[src/rtl/fmw_row_scheduler.sv]
// Write/read sequencing controller for the FM x WM product row memory.
// Optional stall-cycle counter port enabled by defining FMW_SCHED_PERF_EN.
module fmw_row_scheduler #(
    parameter int FEATURE_ROWS  = 6,
    parameter int FEATURE_WIDTH = $clog2(FEATURE_ROWS)
) (
    input  logic                     clk,
    input  logic                     reset,
    input  logic                     start,
    input  logic                     prod_valid,
    output logic                     prod_ready,
    output logic                     wr_en,
    output logic [FEATURE_WIDTH-1:0] write_row,
    input  logic                     rd_req,
    input  logic [FEATURE_WIDTH-1:0] rd_row_req,
    input  logic                     rd_last,
    output logic                     rd_grant,
    output logic [FEATURE_WIDTH-1:0] read_row,
    output logic [FEATURE_WIDTH:0]   rows_written,
    output logic                     busy,
    output logic                     done,
    output logic                     rd_err
`ifdef FMW_SCHED_PERF_EN
    ,
    output logic [15:0]              stall_cycles
`endif
);

    typedef enum logic [1:0] {
        IDLE  = 2'd0,
        FILL  = 2'd1,
        SERVE = 2'd2,
        DONE  = 2'd3
    } state_t;

    localparam logic [FEATURE_WIDTH:0]   ROWS_EXT = (FEATURE_WIDTH+1)'(FEATURE_ROWS);
    localparam logic [FEATURE_WIDTH-1:0] LAST_ROW = FEATURE_WIDTH'(FEATURE_ROWS - 1);

    state_t                   state;
    state_t                   state_next;
    logic [FEATURE_WIDTH-1:0] wr_ptr;
    logic [FEATURE_ROWS-1:0]  valid;
    logic                     arb_active;
    logic                     row_in_range;
    logic                     row_valid;
    logic                     pass_start;

    assign pass_start   = (state == IDLE) && start;
    assign row_in_range = ({1'b0, rd_row_req} < ROWS_EXT);
    assign read_row     = rd_row_req;
    assign write_row    = wr_ptr;

    // Decoded lookup keeps out-of-range indices from touching the valid vector.
    always_comb begin
        row_valid = 1'b0;
        for (int i = 0; i < FEATURE_ROWS; i++) begin
            if (rd_row_req == FEATURE_WIDTH'(i)) row_valid = valid[i];
        end
    end

    always_ff @(posedge clk or posedge reset) begin
        if (reset) state <= IDLE;
        else       state <= state_next;
    end

    always_comb begin
        state_next = state;
        case (state)
            IDLE:    if (start) state_next = FILL;
            FILL:    if (wr_en && (wr_ptr == LAST_ROW)) state_next = SERVE;
            SERVE:   if (rd_req && rd_grant && rd_last) state_next = DONE;
            DONE:    state_next = IDLE;
            default: state_next = IDLE;
        endcase
    end

    // Grant only reads of rows written at an earlier edge; no write-to-read bypass.
    always_comb begin
        prod_ready = 1'b0;
        wr_en      = 1'b0;
        arb_active = 1'b0;
        rd_grant   = 1'b0;
        busy       = 1'b0;
        done       = 1'b0;
        case (state)
            FILL: begin
                prod_ready = 1'b1;
                wr_en      = prod_valid;
                arb_active = 1'b1;
                busy       = 1'b1;
            end
            SERVE: begin
                arb_active = 1'b1;
                busy       = 1'b1;
            end
            DONE: begin
                busy = 1'b1;
                done = 1'b1;
            end
            default: ;
        endcase
        rd_grant = arb_active && rd_req && row_in_range && row_valid;
    end

    always_ff @(posedge clk or posedge reset) begin
        if (reset) begin
            wr_ptr       <= '0;
            valid        <= '0;
            rows_written <= '0;
            rd_err       <= 1'b0;
        end else if (pass_start) begin
            wr_ptr       <= '0;
            valid        <= '0;
            rows_written <= '0;
            rd_err       <= 1'b0;
        end else begin
            if (wr_en) begin
                for (int i = 0; i < FEATURE_ROWS; i++) begin
                    if (wr_ptr == FEATURE_WIDTH'(i)) valid[i] <= 1'b1;
                end
                rows_written <= rows_written + 1'b1;
                if (wr_ptr != LAST_ROW) wr_ptr <= wr_ptr + 1'b1;
            end
            if (arb_active && rd_req && !row_in_range) rd_err <= 1'b1;
        end
    end

`ifdef FMW_SCHED_PERF_EN
    always_ff @(posedge clk or posedge reset) begin
        if (reset) begin
            stall_cycles <= '0;
        end else if (pass_start) begin
            stall_cycles <= '0;
        end else if (arb_active && rd_req && !rd_grant && (stall_cycles != 16'hFFFF)) begin
            stall_cycles <= stall_cycles + 16'd1;
        end
    end
`endif

endmodule

[config.mk]
export PLATFORM = sky130hd
export DESIGN_NAME = fmw_row_scheduler
export DESIGN_NICKNAME = d
export VERILOG_FILES = /design/src/rtl/fmw_row_scheduler.sv
export SDC_FILE = /design/constraint.sdc
export NUM_CORES = 1
export LEC_CHECK = 0
export ABC_AREA = 1
export ABC_CLOCK_PERIOD_IN_PS = 1400
export BUFFER_PORTS_ARGS = -buffer_cell sky130_fd_sc_hd__buf_2
export CAP_MARGIN = 15
export CORE_UTILIZATION = 45
export DETAILED_ROUTE_END_ITERATION = 10
export MAX_ROUTING_LAYER = met4
export PLACE_DENSITY = 0.71
export SLEW_MARGIN = 20
export SYNTH_ARGS = -nofsm -noshare
export SYNTH_HDL_FRONTEND = slang
export SYNTH_SLANG_ARGS = --single-unit
[constraint.sdc]
create_clock -name clk -period 1.4 [get_ports clk]
set_input_delay 0.28 -clock clk [delete_from_list [all_inputs] [get_ports clk]]
set_output_delay 0.28 -clock clk [all_outputs]
set_load 0.01 [all_outputs]
==> reports/summary.log, run 1 <==
qor: worst_setup_path.critical_path.reg2reg.startpoint state[1]
qor: floorplan.initial_utilization 48.2%
qor: worst_setup_path.critical_path.reg2reg.endpoint state[0]
qor: worst_setup_path.path_class flip-flop to output port
qor: route.wire_per_inst 12.4 µm
qor: timing.final-hold-violation-count 0
qor: power_and_ir_drop.intPower 1.61 mW
qor: worst_setup_path.setup.reg_to_reg.worst_slack -210 ps
qor: worst_setup_path.cp-end-kind output port
qor: yosys.ys_seq_elements 16
qor: power_and_ir_drop.power.switching_fraction 40.8%
qor: timing.fmax 566 MHz
qor: power_and_ir_drop.power_density 1860 nW/µm²
qor: yosys.synth_largest_type_area_fraction 42.3%
qor: global_route.first_global_vias 772
qor: yosys.synth_largest_area_cell sky130_fd_sc_hd__dfrtp_1
qor: power_and_ir_drop.leakagePower 0.768 nW
qor: worst_setup_path.worst_ep_required_time 1120 ps
qor: yosys.synth.top_cells.by_count sky130_fd_sc_hd__nand2_1 (29), sky130_fd_sc_hd__inv_1 (18), sky130_fd_sc_hd__dfrtp_1 (16)
qor: power_and_ir_drop.share_seq_of_total_power 26.0%
qor: clocking.cts_tree built
qor: global_route.grtUsageTotal 21.1%
qor: outcome.outcome finished with violations
qor: clocking.htree_levels 1
qor: worst_setup_path.cp-start-kind flip-flop
qor: yosys.netlist_area 946 µm²
qor: yosys.number_of_distinct_library_cell_variants_in_the_gate_level_netlist_after_synthesis 20
qor: floorplan.floorplan.io_pins 25
qor: yosys.ys_top_cells_by_area sky130_fd_sc_hd__dfrtp_1 (42%), sky130_fd_sc_hd__ha_1 (15%), sky130_fd_sc_hd__nand2_1 (12%), sky130_fd_sc_hd__inv_1 (7.1%), sky130_fd_sc_hd__a21oi_1 (4.2%)
qor: power_and_ir_drop.share_clk_of_total_power 11.2%
qor: final_layout.share_of_layout_cells_above_drive_strength_1 51.9%
qor: timing.grt_setup_unrepaired true
qor: timing.relSlewSlack 59.6%
qor: clocking.cts-root-to-sink-buffers 2
qor: worst_hold_path.worstHoldPathType primary input to async pin
qor: outcome.violated_checks negative setup slack
qor: floorplan.dieHeight 47.8 µm
qor: floorplan.design.die.area 2290 µm²
qor: final_layout.areaGrowthSynthToFinish 55.0%
qor: placement.globalplace.congestion 0.812
qor: worst_setup_path.number_of_cell_instances_on_the_worst_register_to_register_path 14
qor: clocking.ctsRootBufferMaster sky130_fd_sc_hd__clkbuf_4
qor: timing.drv_slew 0
qor: floorplan.core_ar 1960 µm²
qor: floorplan.fp.dieW 47.8 µm
qor: timing.final_critical_path_setup_slack -367 ps
qor: global_route.grt_max_degree 17
qor: global_route.grt_overflow_total 0
qor: final_layout.n_antenna_cell 0
qor: route.wirelength 2340 µm
qor: power_and_ir_drop.share_comb_of_total_power 62.9%
qor: route.num_vias 916
qor: power_and_ir_drop.ir_drop 1.12 mV
qor: timing.tightestPinTransition 605 ps
qor: clocking.clkLatencyLatePin 280 ps
qor: timing.fin_crit 1770 ps
qor: global_route.number_of_antenna_violations_at_the_first_check_in_global_routing 0
qor: route.antenna_left 0
qor: yosys.synth_sequential_area_ratio 42.3%
qor: route.drt_pass1_iterations 4
qor: yosys.synth_most_common_cell sky130_fd_sc_hd__nand2_1
qor: placement.number_of_buffers_added_on_ports 24
qor: placement.detailedPlacementHpwl 1580 µm
qor: timing.timing.hold.ws 51.6 ps
qor: timing.setup_viol 17
qor: worst_setup_path.worst-endpoint-arrival 1490 ps
qor: clocking.numClockSinks 16
qor: yosys.synth_edf_count 0
qor: yosys.synth-main-ff-cell sky130_fd_sc_hd__dfrtp_1
qor: run.max-cap-violations 0
qor: yosys.post_synth.cell_area_avg 8.02 µm²
qor: final_layout.layout.nets 183
qor: clocking.numCtsBuffers 3
qor: route.initialDrtViolationCount 10
qor: yosys.synth_nets 138
qor: timing.min_period_over_period 126%
qor: floorplan.rows 16
qor: clocking.worst_setup_hold_path_clk_slew 100 ps
qor: worst_setup_path.startpoint state[0]
qor: clocking.hold_buffers 0
qor: final_layout.final_util 74.7%
qor: timing.timing.clock.skew 3.80 ps
qor: yosys.synthArstFlopShare 100%
qor: worst_setup_path.cp_max_fo 2
qor: route.post_drt_via_cell_ratio 4.85
qor: power_and_ir_drop.reported_net_switching_power 1.11 mW
qor: global_route.grt_first_pass_wirelength 3200 µm
qor: yosys.synthesis.yosys.warnings 0
qor: route.drc_violations 0
qor: yosys.post_synth_inst_count 118
==> state kept, by name, summed over array words and instances (netlist names) <==
register / flops
rows_written: 4
rd_err: 1
valid: 6
state: 2
write_row: 3
==> cell families (layout without fill, tap and decap cells) <==
group / after synthesis / in the layout / synth area share [%]
compound gates: 17 / 17 / 9.92
fa+ha+maj: 11 / 11 / 14.6
simple gates: 50 / 50 / 22.5
flops: 16 / 16 / 42.3
buf+inv: 24 / 68 / 10.7
==> critical path, cell delays in order, from the launching register on <==
cell	delay, ps
sky130_fd_sc_hd__dfrtp_1	380
sky130_fd_sc_hd__inv_2	60
sky130_fd_sc_hd__ha_4	270
sky130_fd_sc_hd__nand2_4	50
sky130_fd_sc_hd__a21oi_2	120
sky130_fd_sc_hd__a21boi_2	180
sky130_fd_sc_hd__buf_2	140
==> metal layers <==
metal | part of all wire (%) | global-route usage, % | wire length (µm)
met1 | 45 | 23.9 | 1050
met2 | 51 | 36.8 | 1190
met3 | 2.3 | 3.40 | 54
met4 | 1.6 | 8.33 | 38
met5 | 0 | - | 0
==> final cells by class <==
type / count / area, µm²
tap: 27 / 33.8
timing repair buffer: 43 / 320
sequential: 16 / 400
inverter: 21 / 81.3
clock buffer: 4 / 36.3
multi-input combinational: 78 / 594
fill: 151 / 495
==> metrics by stage <==
step                TNS, ps  instance area (µm²)  instances  power, mW  worst slack, ps
floorplan             -18.0                  986        118       1.42            -18.0
global placement          0                 1180        173       1.80             8.60
detailed placement     -225                 1180        173       1.84             -116
CTS                   -1650                 1310        182       2.38             -392
global route          -3880                 1470        189       2.90             -441
finish                -2510                 1470        189       2.72             -367
==> repair_timing <==
item / CTS / global route
endpoints found under the setup margin: 7 / 18
setup buffers: 6 / 7
gates resized for setup: 16 / 30
pin swaps: 7 / 11
==> how the worst max path moves through the flow <==
| stage | end | slack (ps) |
|---|---|---|
| final | rd_grant | -370 |
| after global routing | rd_grant | -440 |
| after CTS | rd_grant | -390 |
| after detailed placement | rd_grant | -120 |
| after global placement | rd_grant | 9 |
| after floorplan | rd_grant | -20 |
==> power groups by stage <==
stage	logic [mW]	clock network, mW	registers (mW)
after detailed placement	1.14	0	0.709
final	1.71	0.303	0.707
after global placement	1.10	0	0.699
after global routing	1.84	0.330	0.725
after CTS	1.37	0.312	0.699
after floorplan	0.684	0	0.739
==> cell usage in the layout, fill, tap and decap left out <==
cell type and n:
sky130_fd_sc_hd__buf_2 21, sky130_fd_sc_hd__inv_1 14, sky130_fd_sc_hd__o22ai_1 1, sky130_fd_sc_hd__inv_2 6, sky130_fd_sc_hd__buf_8 1, sky130_fd_sc_hd__clkbuf_8 1, sky130_fd_sc_hd__nor2_1 6, sky130_fd_sc_hd__inv_4 1
sky130_fd_sc_hd__nand2_4 3, sky130_fd_sc_hd__buf_6 8, sky130_fd_sc_hd__nand4_1 1, sky130_fd_sc_hd__a21oi_1 3, sky130_fd_sc_hd__a21oi_2 5, sky130_fd_sc_hd__nand2_8 1, sky130_fd_sc_hd__nand3_4 1, sky130_fd_sc_hd__nor2_4 3
sky130_fd_sc_hd__o211ai_1 1, sky130_fd_sc_hd__ha_4 2, sky130_fd_sc_hd__o21ai_1 3, sky130_fd_sc_hd__or2_2 1, sky130_fd_sc_hd__nand2_2 9, sky130_fd_sc_hd__nand3_1 4, sky130_fd_sc_hd__buf_12 1, sky130_fd_sc_hd__nand2_1 18
sky130_fd_sc_hd__ha_2 1, sky130_fd_sc_hd__nor3_1 1, sky130_fd_sc_hd__dfrtp_1 16, sky130_fd_sc_hd__clkbuf_4 3, sky130_fd_sc_hd__a31oi_1 2, sky130_fd_sc_hd__ha_1 8, sky130_fd_sc_hd__a21boi_2 1, sky130_fd_sc_hd__buf_4 12
sky130_fd_sc_hd__nor3_2 1, sky130_fd_sc_hd__o21ai_2 1, sky130_fd_sc_hd__nand3_2 1
Power figures use the tool's default switching activity.
==> inputs of run 2 (changes only) <==
--- a/config.mk
+++ b/config.mk
@@ -5,14 +5,13 @@
 export SDC_FILE = /design/constraint.sdc
 export NUM_CORES = 1
 export LEC_CHECK = 0
-export ABC_AREA = 1
 export ABC_CLOCK_PERIOD_IN_PS = 1400
 export BUFFER_PORTS_ARGS = -buffer_cell sky130_fd_sc_hd__buf_2
 export CAP_MARGIN = 15
 export CORE_UTILIZATION = 45
 export DETAILED_ROUTE_END_ITERATION = 10
 export MAX_ROUTING_LAYER = met4
-export PLACE_DENSITY = 0.71
+export PLACE_DENSITY = 0.7
 export SLEW_MARGIN = 20
 export SYNTH_ARGS = -nofsm -noshare
 export SYNTH_HDL_FRONTEND = slang
==> reports/summary.log, run 2 <==
qor: timing.relSlewSlack 71.2%
qor: placement.globalplace.congestion 0.768
qor: route.num_vias 885
qor: route.wirelength 2490 µm
qor: route.post_drt_via_cell_ratio 5.03
qor: placement.detailedPlacementHpwl 1700 µm
qor: global_route.number_of_antenna_violations_at_the_first_check_in_global_routing 0
qor: worst_hold_path.worst_hold_path.endpoint rd_err
qor: timing.grt_setup_unrepaired true
qor: clocking.clkLatencyLatePin 290 ps
qor: floorplan.fp.dieW 48.1 µm
qor: global_route.first_global_vias 774
qor: worst_setup_path.worst-endpoint-arrival 1560 ps
qor: yosys.synthesis.yosys.warnings 0
qor: worst_setup_path.worst_ep_required_time 1120 ps
qor: global_route.grt_first_pass_wirelength 3280 µm
qor: worst_setup_path.setup.reg_to_reg.worst_slack -180 ps
qor: floorplan.initial_utilization 48.2%
qor: timing.min_period_over_period 132%
qor: yosys.synth_compound_gate_area_share 11.8%
qor: yosys.muxShareOfSynthArea 4.59%
qor: timing.setup_viol 9
qor: route.initialDrtViolationCount 5
qor: floorplan.rows 16
qor: clocking.cts_tree built
qor: yosys.synthArstFlopShare 100%
qor: worst_setup_path.critical_path.reg2reg.endpoint state[0]
qor: route.drc_violations 0
qor: final_layout.areaGrowthSynthToFinish 55.6%
qor: worst_setup_path.cp_max_fo 2
qor: yosys.synth_most_common_cell sky130_fd_sc_hd__dfrtp_1
qor: clocking.numCtsBuffers 3
qor: yosys.synth.top_cells.by_count sky130_fd_sc_hd__dfrtp_1 (16), sky130_fd_sc_hd__nor2_1 (15), sky130_fd_sc_hd__ha_1 (11)
qor: final_layout.largest-register valid
qor: worst_setup_path.cp-start-kind flip-flop
qor: clocking.ctsRootBufferMaster sky130_fd_sc_hd__clkbuf_4
qor: route.wire_per_inst 14.1 µm
qor: floorplan.floorplan.io_pins 25
qor: clocking.numClockSinks 16
qor: worst_setup_path.slowest_delay 500 ps
qor: yosys.netlist_area 955 µm²
qor: floorplan.core_ar 1980 µm²
qor: final_layout.count_of_fill_cells_added_during_filler_insertion 137
qor: timing.timing.setup.tns -1210 ps
qor: yosys.synth_edf_count 0
qor: outcome.violated_checks negative setup slack
qor: clocking.worst_setup_hold_path_clk_slew 90 ps
qor: placement.pre_cts_ws -214 ps
qor: final_layout.layout.cells.most_common sky130_fd_sc_hd__buf_2
qor: global_route.grtUsageTotal 21.9%
qor: yosys.post_synth.cell_area_avg 9.64 µm²
qor: worst_setup_path.path_class flip-flop to output port
qor: yosys.synth_sequential_area_ratio 41.9%
qor: power_and_ir_drop.ir_drop 0.593 mV
qor: yosys.synth_largest_area_cell sky130_fd_sc_hd__dfrtp_1
qor: timing.final-hold-violation-count 0
qor: worst_hold_path.worstHoldPathType primary input to flip-flop
qor: clocking.cts-root-to-sink-buffers 2
qor: timing.fmax 543 MHz
qor: worst_setup_path.number_of_cell_instances_on_the_worst_register_to_register_path 5
qor: timing.drv_slew 0
qor: placement.number_of_buffers_added_on_ports 24
qor: timing.final_critical_path_setup_slack -441 ps
qor: global_route.grt_max_degree 15
qor: worst_setup_path.cp.buffers_inverters 1
qor: final_layout.layout.nets 170
qor: outcome.outcome finished with violations
qor: yosys.ys_seq_elements 16
qor: worst_setup_path.critical_path.reg2reg.startpoint valid[5]
qor: yosys.synth_nets 119
qor: route.antenna_left 0
qor: yosys.synth-xor-area-share 3.67%
qor: timing.timing.hold.ws 311 ps
qor: yosys.ys_top_cells_by_area sky130_fd_sc_hd__dfrtp_1 (42%), sky130_fd_sc_hd__ha_1 (14%), sky130_fd_sc_hd__nor2_1 (5.9%), sky130_fd_sc_hd__nand2_1 (3.9%), sky130_fd_sc_hd__inv_1 (3.5%)
qor: timing.tightestPinTransition 431 ps
qor: final_layout.n_antenna_cell 0
qor: yosys.synth-simple-area-share 16.9%
qor: run.max-cap-violations 0
qor: floorplan.design.die.area 2310 µm²
qor: yosys.synthAdderAreaFrac 14.4%
qor: timing.timing.clock.skew 1.48 ps
qor: final_layout.share_of_layout_cells_above_drive_strength_1 54.4%
qor: worst_setup_path.cp-end-kind output port
qor: yosys.synth-main-ff-cell sky130_fd_sc_hd__dfrtp_1
qor: route.drt_pass1_iterations 4
qor: final_layout.post_layout_cell_count 176
qor: yosys.number_of_distinct_library_cell_variants_in_the_gate_level_netlist_after_synthesis 32
qor: worst_hold_path.worst_hold_path.num_cells 3
qor: floorplan.dieHeight 48.1 µm
qor: global_route.grt_overflow_total 0
qor: yosys.synth_largest_type_area_fraction 41.9%
qor: power_and_ir_drop.leakagePower 0.793 nW
qor: worst_setup_path.path_delay_family multiplexers
qor: clocking.htree_levels 1
qor: worst_setup_path.critical-path-slowest-cell sky130_fd_sc_hd__mux4_2
qor: timing.fin_crit 1840 ps
qor: worst_hold_path.hold_path_startpoint rd_req
qor: power_and_ir_drop.power_density 521 nW/µm²
qor: yosys.post_synth_inst_count 99
qor: placement.place.detailed.instances 165
qor: final_layout.layout.cells.most_common_list sky130_fd_sc_hd__buf_2 (20), sky130_fd_sc_hd__buf_4 (19), sky130_fd_sc_hd__dfrtp_1 (15), sky130_fd_sc_hd__nor2_1 (13), sky130_fd_sc_hd__buf_6 (10)
qor: worst_setup_path.critical_path.cell_chain mux4_2 -> a22oi_2 -> nor2_2 -> buf_2
qor: final_layout.largest_register_ff_count 6
qor: yosys.synth_top_family_by_area simple AND/OR/NAND/NOR gates
run 2: cell types whose count changed after synthesis, sizes merged, moves of 3 or more:
cell   previous run  this run
inv              20        10
nand2            31        10
nand3             6         2
nor2              9        15
o21ai             4         1
run 2: how the worst max path moves through the flow:
stage | from | end | slack (ps) | depth (start not counted)
4_1_cts | valid[5] | rd_grant | -460 | 4
5_1_grt | valid[0] | rd_grant | -500 | 4
3_5_place_dp | rd_row_req[0] | rd_grant | -210 | 5
6_report | valid[5] | rd_grant | -440 | 4
2_1_floorplan | write_row[1] | state[1] | -70 | 6
3_3_place_gp | rd_row_req[0] | rd_grant | -160 | 5
run 2: final cells by class:
cell class / instances / area, µm² / share of cell area, %
Sequential cell: 16 / 402 / 27.0
Multi-Input combinational cell: 69 / 618 / 41.6
Inverter: 10 / 40.0 / 2.70
Clock buffer: 4 / 26.3 / 1.77
Timing Repair Buffer: 50 / 365 / 24.6
Tap cell: 27 / 33.8 / 2.27
run 2: cell families (layout without fill, tap and decap cells):
kind of cell	Yosys count	count (layout)
fa+ha+maj	11	11
flops	16	16
buf+inv	14	64
compound gates	16	16
simple gates	35	35
xor+xnor	4	4
mux	3	3
run 2: where the power goes:
part	leakage, nW	switching [mW]	internal (mW)	total (mW)
Sequential	0.206	0.0000340	0.462	0.462
Clock	0.0150	0.150	0.111	0.261
Combinational	0.571	0.0291	0.0217	0.0508
run 2: repair_timing:
action,4_1_cts,5_1_grt
buffers inserted,4,4
pin swaps,9,9
hold buffers,1,0
endpoints found under the setup margin,6,16
gates resized for setup,10,23
hold endpoints to repair,4,0
gates cloned,0,0
run 2: layer usage:
metal | part of all wire, % | track usage [%] | vias to the layer above
met5 | 0 | - | -
met4 | 1.1 | 8.33 | 0
met3 | 2.5 | 3.40 | 3
met2 | 57 | 39.2 | 15
met1 | 39 | 24.0 | 439
li1 | - | - | 428
run 2: per-stage QoR:
step	utilization (%)	instance area, µm²	power [mW]
after floorplan	-	988	0.495
after global placement	63.5	1260	0.516
after detailed placement	63.5	1260	0.518
after CTS	69.1	1370	0.780
after global routing	74.9	1490	0.804
final	74.9	1490	0.774
run 2: worst register-to-register path: cells and delay by family (launching register included):
family / cells / cell delay [ps]
buffers and inverters: 1 / 150
AOI/OAI and AO/OA: 2 / 280
and+or+nand+nor: 1 / 160
muxes: 1 / 500
DFF: 1 / 400
